**config.mk**
```make
export PLATFORM = sky130hd
export DESIGN_NAME = axis_slip_deframer
export DESIGN_NICKNAME = d
export VERILOG_FILES = /design/src/rtl/slip_pkg.sv /design/src/rtl/axis_slip_deframer.sv
export SDC_FILE = /design/constraint.sdc
export NUM_CORES = 1
export LEC_CHECK = 0
export ABC_CLOCK_PERIOD_IN_PS = 3800
export BUFFER_PORTS_ARGS = -buffer_cell sky130_fd_sc_hd__buf_2
export CORE_UTILIZATION = 56
export DETAILED_ROUTE_END_ITERATION = 12
export PLACE_DENSITY = 0.8
export SLEW_MARGIN = 0
export SYNTH_ARGS = -nofsm -noshare
export SYNTH_HDL_FRONTEND = slang
export SYNTH_SLANG_ARGS = --single-unit
```
**constraint.sdc**
```tcl
create_clock -name aclk -period 3.8 [get_ports aclk]
set_clock_uncertainty 0.2 [all_clocks]
set_input_delay 0.19 -clock aclk [delete_from_list [all_inputs] [get_ports aclk]]
set_output_delay 0.19 -clock aclk [all_outputs]
set_load 0.1 [all_outputs]
```
**src/rtl/slip_pkg.sv**
```systemverilog
// ---------------------------------------------------------------------------
// slip_pkg : SLIP framing constants and deframer state encoding
// Revision : 1.0
// ---------------------------------------------------------------------------
`default_nettype none

package slip_pkg;

  localparam logic [7:0] SLIP_END     = 8'hC0;
  localparam logic [7:0] SLIP_ESC     = 8'hDB;
  localparam logic [7:0] SLIP_ESC_END = 8'hDC;
  localparam logic [7:0] SLIP_ESC_ESC = 8'hDD;

  typedef enum logic [1:0] {
    ST_IDLE    = 2'd0,
    ST_DATA    = 2'd1,
    ST_ESC     = 2'd2,
    ST_DISCARD = 2'd3
  } state_t;

endpackage

`default_nettype wire

```
**src/rtl/axis_slip_deframer.sv**
```systemverilog
// ---------------------------------------------------------------------------
// axis_slip_deframer : SLIP byte-stream to AXI-Stream packet deframer
// Revision : 1.0
// ---------------------------------------------------------------------------
`default_nettype none

module axis_slip_deframer
  import slip_pkg::*;
#(
  parameter int MAX_FRAME_LEN = 1024
) (
  input  logic        aclk,
  input  logic        aresetn,
  input  logic [8:0]  s_axis_tdata,
  input  logic        s_axis_tvalid,
  output logic        s_axis_tready,
  input  logic        rx_error,
  output logic [7:0]  m_axis_tdata,
  output logic        m_axis_tvalid,
  input  logic        m_axis_tready,
  output logic        m_axis_tlast,
  output logic        m_axis_tuser,
  output logic [31:0] frame_count,
  output logic [15:0] error_count
);

  localparam int LEN_W = $clog2(MAX_FRAME_LEN + 2);
  localparam logic [LEN_W-1:0] MAX_LEN = LEN_W'(MAX_FRAME_LEN);

  state_t           state, state_n, abort_state;
  logic             hold_valid, hold_valid_n;
  logic [7:0]       hold_data, hold_data_n;
  logic [LEN_W-1:0] len, len_n;
  logic             rx_error_q, err_pend, err_pend_n;
  logic             err_edge, err_req, out_free, accept;
  logic             emit, emit_last, emit_user;
  logic             fc_inc, ec_inc;
  logic             do_data, do_abort;
  logic [7:0]       byte_in, dbyte;
  logic             unused_bit;

  assign unused_bit    = s_axis_tdata[8];
  assign byte_in       = s_axis_tdata[7:0];
  assign out_free      = ~m_axis_tvalid | m_axis_tready;
  assign s_axis_tready = out_free;
  assign accept        = s_axis_tvalid & out_free;
  assign err_edge      = rx_error & ~rx_error_q;
  assign err_req       = err_edge | err_pend;

  always_comb begin
    state_n      = state;
    hold_valid_n = hold_valid;
    hold_data_n  = hold_data;
    len_n        = len;
    err_pend_n   = err_pend | err_edge;
    emit         = 1'b0;
    emit_last    = 1'b0;
    emit_user    = 1'b0;
    fc_inc       = 1'b0;
    ec_inc       = 1'b0;
    do_data      = 1'b0;
    do_abort     = 1'b0;
    dbyte        = byte_in;
    abort_state  = ST_DISCARD;

    // An error event is held until the output register can take the abort beat;
    // any beat accepted in that cycle is dropped.
    if (err_req && out_free) begin
      err_pend_n = 1'b0;
      ec_inc     = 1'b1;
      case (state)
        ST_IDLE:         state_n  = ST_DISCARD;
        ST_DATA, ST_ESC: do_abort = 1'b1;
        default:         ;
      endcase
    end else if (accept) begin
      case (state)
        ST_IDLE: begin
          if (byte_in == SLIP_ESC)      state_n = ST_ESC;
          else if (byte_in != SLIP_END) do_data = 1'b1;
        end
        ST_DATA: begin
          if (byte_in == SLIP_END) begin
            emit         = 1'b1;
            emit_last    = 1'b1;
            fc_inc       = 1'b1;
            hold_valid_n = 1'b0;
            len_n        = '0;
            state_n      = ST_IDLE;
          end else if (byte_in == SLIP_ESC) begin
            state_n = ST_ESC;
          end else begin
            do_data = 1'b1;
          end
        end
        ST_ESC: begin
          if (byte_in == SLIP_ESC_END) begin
            do_data = 1'b1;
            dbyte   = SLIP_END;
          end else if (byte_in == SLIP_ESC_ESC) begin
            do_data = 1'b1;
            dbyte   = SLIP_ESC;
          end else begin
            do_abort    = 1'b1;
            abort_state = (byte_in == SLIP_END) ? ST_IDLE : ST_DISCARD;
          end
        end
        default: begin
          if (byte_in == SLIP_END) state_n = ST_IDLE;
        end
      endcase
    end

    if (do_data) begin
      if (len == MAX_LEN) begin
        do_abort    = 1'b1;
        abort_state = ST_DISCARD;
      end else begin
        emit         = hold_valid;
        hold_valid_n = 1'b1;
        hold_data_n  = dbyte;
        len_n        = len + 1'b1;
        state_n      = ST_DATA;
      end
    end

    if (do_abort) begin
      emit         = hold_valid;
      emit_last    = 1'b1;
      emit_user    = 1'b1;
      hold_valid_n = 1'b0;
      len_n        = '0;
      ec_inc       = 1'b1;
      state_n      = abort_state;
    end
  end

  always_ff @(posedge aclk or negedge aresetn) begin
    if (!aresetn) begin
      state      <= ST_IDLE;
      hold_valid <= 1'b0;
      hold_data  <= '0;
      len        <= '0;
      rx_error_q <= 1'b0;
      err_pend   <= 1'b0;
    end else begin
      state      <= state_n;
      hold_valid <= hold_valid_n;
      hold_data  <= hold_data_n;
      len        <= len_n;
      rx_error_q <= rx_error;
      err_pend   <= err_pend_n;
    end
  end

  always_ff @(posedge aclk or negedge aresetn) begin
    if (!aresetn) begin
      m_axis_tvalid <= 1'b0;
      m_axis_tdata  <= '0;
      m_axis_tlast  <= 1'b0;
      m_axis_tuser  <= 1'b0;
    end else if (emit) begin
      m_axis_tvalid <= 1'b1;
      m_axis_tdata  <= hold_data;
      m_axis_tlast  <= emit_last;
      m_axis_tuser  <= emit_user;
    end else if (m_axis_tready) begin
      m_axis_tvalid <= 1'b0;
    end
  end

  always_ff @(posedge aclk or negedge aresetn) begin
    if (!aresetn) begin
      frame_count <= '0;
      error_count <= '0;
    end else begin
      if (fc_inc) frame_count <= frame_count + 32'd1;
      if (ec_inc && error_count != 16'hFFFF) error_count <= error_count + 16'd1;
    end
  end

endmodule

`default_nettype wire

```
==> results.py <==
metrics = {
    "cts": {
        "cts_buffers": 9,
        "cts.repair.resized": 0,
        "insertion_delay_ns": 0.36,
        "cts.sinks": 83,
        "cts_tree": "yes",
        "clk_pin_slew_ns": 0.09,
        "htreeDepth": 3,
        "clockRootBuffer": "clkbuf_8",
        "clockBufferDepth": 2,
    },
    "yosys": {
        "avgSynthCellArea_um2": 10.22,
        "yosys-top-cells-area": "dfrtp_1, xnor2_1, nand3_1, nand2_1, ha_1",
        "synth_ff_type": "dfrtp_1",
        "synth_edf_count": 0,
        "async_reset_ff_frac": 1.000,
        "synth_most_common_cell": "dfrtp_1",
        "synth-seq-cells": 83,
        "synth_cells": 408,
        "synth_cell_types": 59,
        "synth_nets": 432,
        "yosys_warnings": 0,
        "yosysTopAreaCell": "dfrtp_1",
        "synth_top_area_share": 0.4979,
        "syn_area_um2": 4172,
        "synth.yosys.seq_area_share": 0.4979,
        "synth_common_cells": "dfrtp_1, nand2_1, nand3_1, xnor2_1, nor2_1",
    },
    "timing": {
        "rsz0062_at_grt": "false",
        "setup_viol": 0,
        "fin_crit_ns": 3.202,
        "tightest_slew_ns": 1.011,
        "fin_crit_sh": 0.8426,
        "max_freq_mhz": 312.3,
        "fin_setup_tns_ns": 0,
        "finalHoldViolCount": 0,
        "drv_slew": 0,
        "max-slew-margin-rel": 0.3259,
    },
    "flow_run": {
        "max_cap_violations": 0,
    },
    "layout": {
        "drive_gt1_frac": 0.2162,
        "multiInputGateArea_um2": 1994,
        "finish.utilization": 0.6818,
        "syn2layout_area_growth_pct": 17.91,
        "fill_cells": 566,
        "nets": 514,
        "insertedDiodeCount": 0,
        "seq_area_um2": 2077,
    },
    "min_path": {
        "min_path_type": "in2reg",
        "worstHoldStart": "m_axis_tready",
        "min_to": "err_pend",
        "holdPathStages": 3,
    },
    "power": {
        "pwr-share-comb": 0.422,
        "vdd_drop_max_mv": 0.4475,
        "p_per_area_nw_per_um2": 637.3,
        "pwr-share-clk": 0.212,
        "cellLeakagePower_nw": 2.352,
        "intPower_mw": 1.687,
        "swShare": 0.4619,
        "pwr-share-seq": 0.366,
        "switchingPower_mw": 1.448,
    },
    "drt": {
        "wirelength_um": 8696,
        "post_drt_wl_per_cell_um": 14.64,
        "vias": 3389,
        "drt_iter0_markers": 181,
        "drc": 0,
        "firstDrtPassIters": 4,
        "viasPerCell": 5.705,
        "antenna_left": 0,
    },
    "worst_setup_path": {
        "reg2reg_to": "m_axis_tdata[6]",
        "end_kind": "register",
        "worst_r2r_path_depth": 8,
        "cp.required_ns": 3.85,
        "worstPathArrival_ns": 3.25,
        "slowest_stage": "mux2i_2",
        "critPathTopFamily": "simple AND/OR/NAND/NOR gates",
        "critPathMaxStageDelay_ns": 0.61,
        "start_kind": "input port",
        "cp_max_fo": 9,
        "regToRegSetupSlack_ns": 0.65,
        "crit_path_cell_trace": "dlygate4sd3_1 > buf_2 > or4_1 > a21oi_1 > and3b_1 > nor3_4 > mux2i_2 > mux2_2",
        "crit-reg2reg-launch": "state[0]",
        "crit_buf_inv": 2,
        "path_class": "in2reg",
    },
    "place": {
        "dp_hpwl_um": 6134,
        "io_buffers": 72,
        "globalplace.congestion": 0.9331,
    },
    "global_routing": {
        "antenna_found_initial": 0,
        "grt_max_degree": 84,
        "track_usage": 0.2396,
        "grt_pass1_vias": 3173,
        "grt_pass1_wl_um": 14390,
        "grt-ovfl-total": 0,
    },
    "floorplan": {
        "core_um2": 7214,
        "ios": 74,
        "rows": 31,
        "start_util": 0.5782,
        "die_height_um": 88.31,
        "die_w_um": 88.31,
        "die_area_um2": 7799,
    },
    "status": {
        "outcome": "finished clean",
    },
}
==> worst register-to-register path, cell delays in order (launching register included) <==
cell     delay, ns
dfrtp_1       0.43
inv_1         0.11
ha_1          0.25
and2_1        0.18
and4_1        0.23
a22o_1        0.30
nor3_4        0.33
mux2i_2       0.61
mux2_2        0.41
==> worst max-delay path by stage <==
| stage | startpoint | end | slack, ns | cells past startpoint |
|---|---|---|---|---|
| global route | s_axis_tdata[4] | m_axis_tdata[4] | 0.42 | 8 |
| finish | s_axis_tdata[4] | m_axis_tdata[6] | 0.60 | 8 |
| detailed placement | state[0] | m_axis_tdata[6] | 0.63 | 8 |
| CTS | s_axis_tdata[4] | m_axis_tdata[6] | 0.57 | 8 |
| global placement | state[0] | m_axis_tdata[7] | 0.70 | 8 |
| floorplan | m_axis_tvalid | error_count[12] | 0.33 | 7 |
==> timing repair <==
item                                   CTS  global route
setup buffers                            0             0
hold buffers                            10             0
endpoints found under the hold margin   93             0
==> per-layer routing <==
| layer | GRT usage | vias up | wire, um |
|---|---|---|---|
| met2 | 0.3965 | 104 | 4211 |
| li1 | - | 1635 | - |
| met3 | 0.05877 | 12 | 492 |
| met4 | 0.08798 | 0 | 117 |
| met1 | 0.3067 | 1638 | 3874 |
| met5 | 0 | - | 0 |
==> cells in the final DEF (no fill, tap or decap), types with 10 or more instances in the layout <==
cell | synthesis | layout
buf_2 | 2 | 71
xnor2_1 | 35 | 35
inv_1 | 13 | 13
a21oi_1 | 15 | 15
clkbuf_8 | 0 | 11
dfrtp_1 | 83 | 83
nand3_1 | 35 | 35
dlygate4sd3_1 | 0 | 10
o21ai_0 | 10 | 10
nand4_1 | 17 | 17
ha_1 | 10 | 10
and3_1 | 15 | 15
xor2_1 | 12 | 12
nand2_1 | 37 | 37
nor2_1 | 29 | 29
mux2_2 | 10 | 10
nor3_1 | 11 | 11
==> flip-flops by register name, summed over array words and instances (netlist names) <==
name and cells:
m_axis_tdata 8, len 11, state 2, frame_count 32, err_pend 1, hold_data 8
m_axis_tuser 1, m_axis_tlast 1, hold_valid 1, error_count 16, m_axis_tvalid 1, rx_error_q 1
==> through the flow <==
step | power (mW) | area [um^2] | std cells | hold WS, ns | setup WS [ns]
finish | 3.135 | 4918 | 594 | 0.1112 | 0.5981
global route | 3.286 | 4918 | 594 | 0.1266 | 0.4241
CTS | 3.142 | 4918 | 594 | 0.1002 | 0.5729
detailed placement | 2.475 | 4607 | 568 | 0.1234 | 0.6257
global placement | 2.446 | 4607 | 568 | 0.1160 | 0.7013
floorplan | 2.225 | 4172 | 408 | -0.3056 | 0.3289
==> final cells by class <==
cell class	instances	share of cell area
Clock buffer	11	0.03078
Clock inverter	5	0.01221
Inverter	13	0.009921
Multi-Input combinational cell	301	0.4055
Sequential cell	83	0.4223
Tap cell	99	0.02518
Timing Repair Buffer	82	0.09412
==> power groups by stage <==
stage	combinational (mW)	clock [mW]	sequential, mW
floorplan	0.472	0	1.75
global placement	1.29	0	1.16
detailed placement	1.31	0	1.16
CTS	1.32	0.672	1.15
global route	1.41	0.706	1.17
finish	1.32	0.666	1.15
==> kinds of logic (layout without fill, tap and decap cells) <==
kind of cell | count (synthesis) | after routing | synth area share
flops | 83 | 83 | 0.4979
simple gates | 181 | 181 | 0.2337
compound gates | 50 | 50 | 0.07949
xor+xnor | 47 | 47 | 0.09868
mux | 13 | 13 | 0.03629
buf+inv | 24 | 111 | 0.02400
fa+ha+maj | 10 | 10 | 0.02999
(Power assumes the default switching activity.)
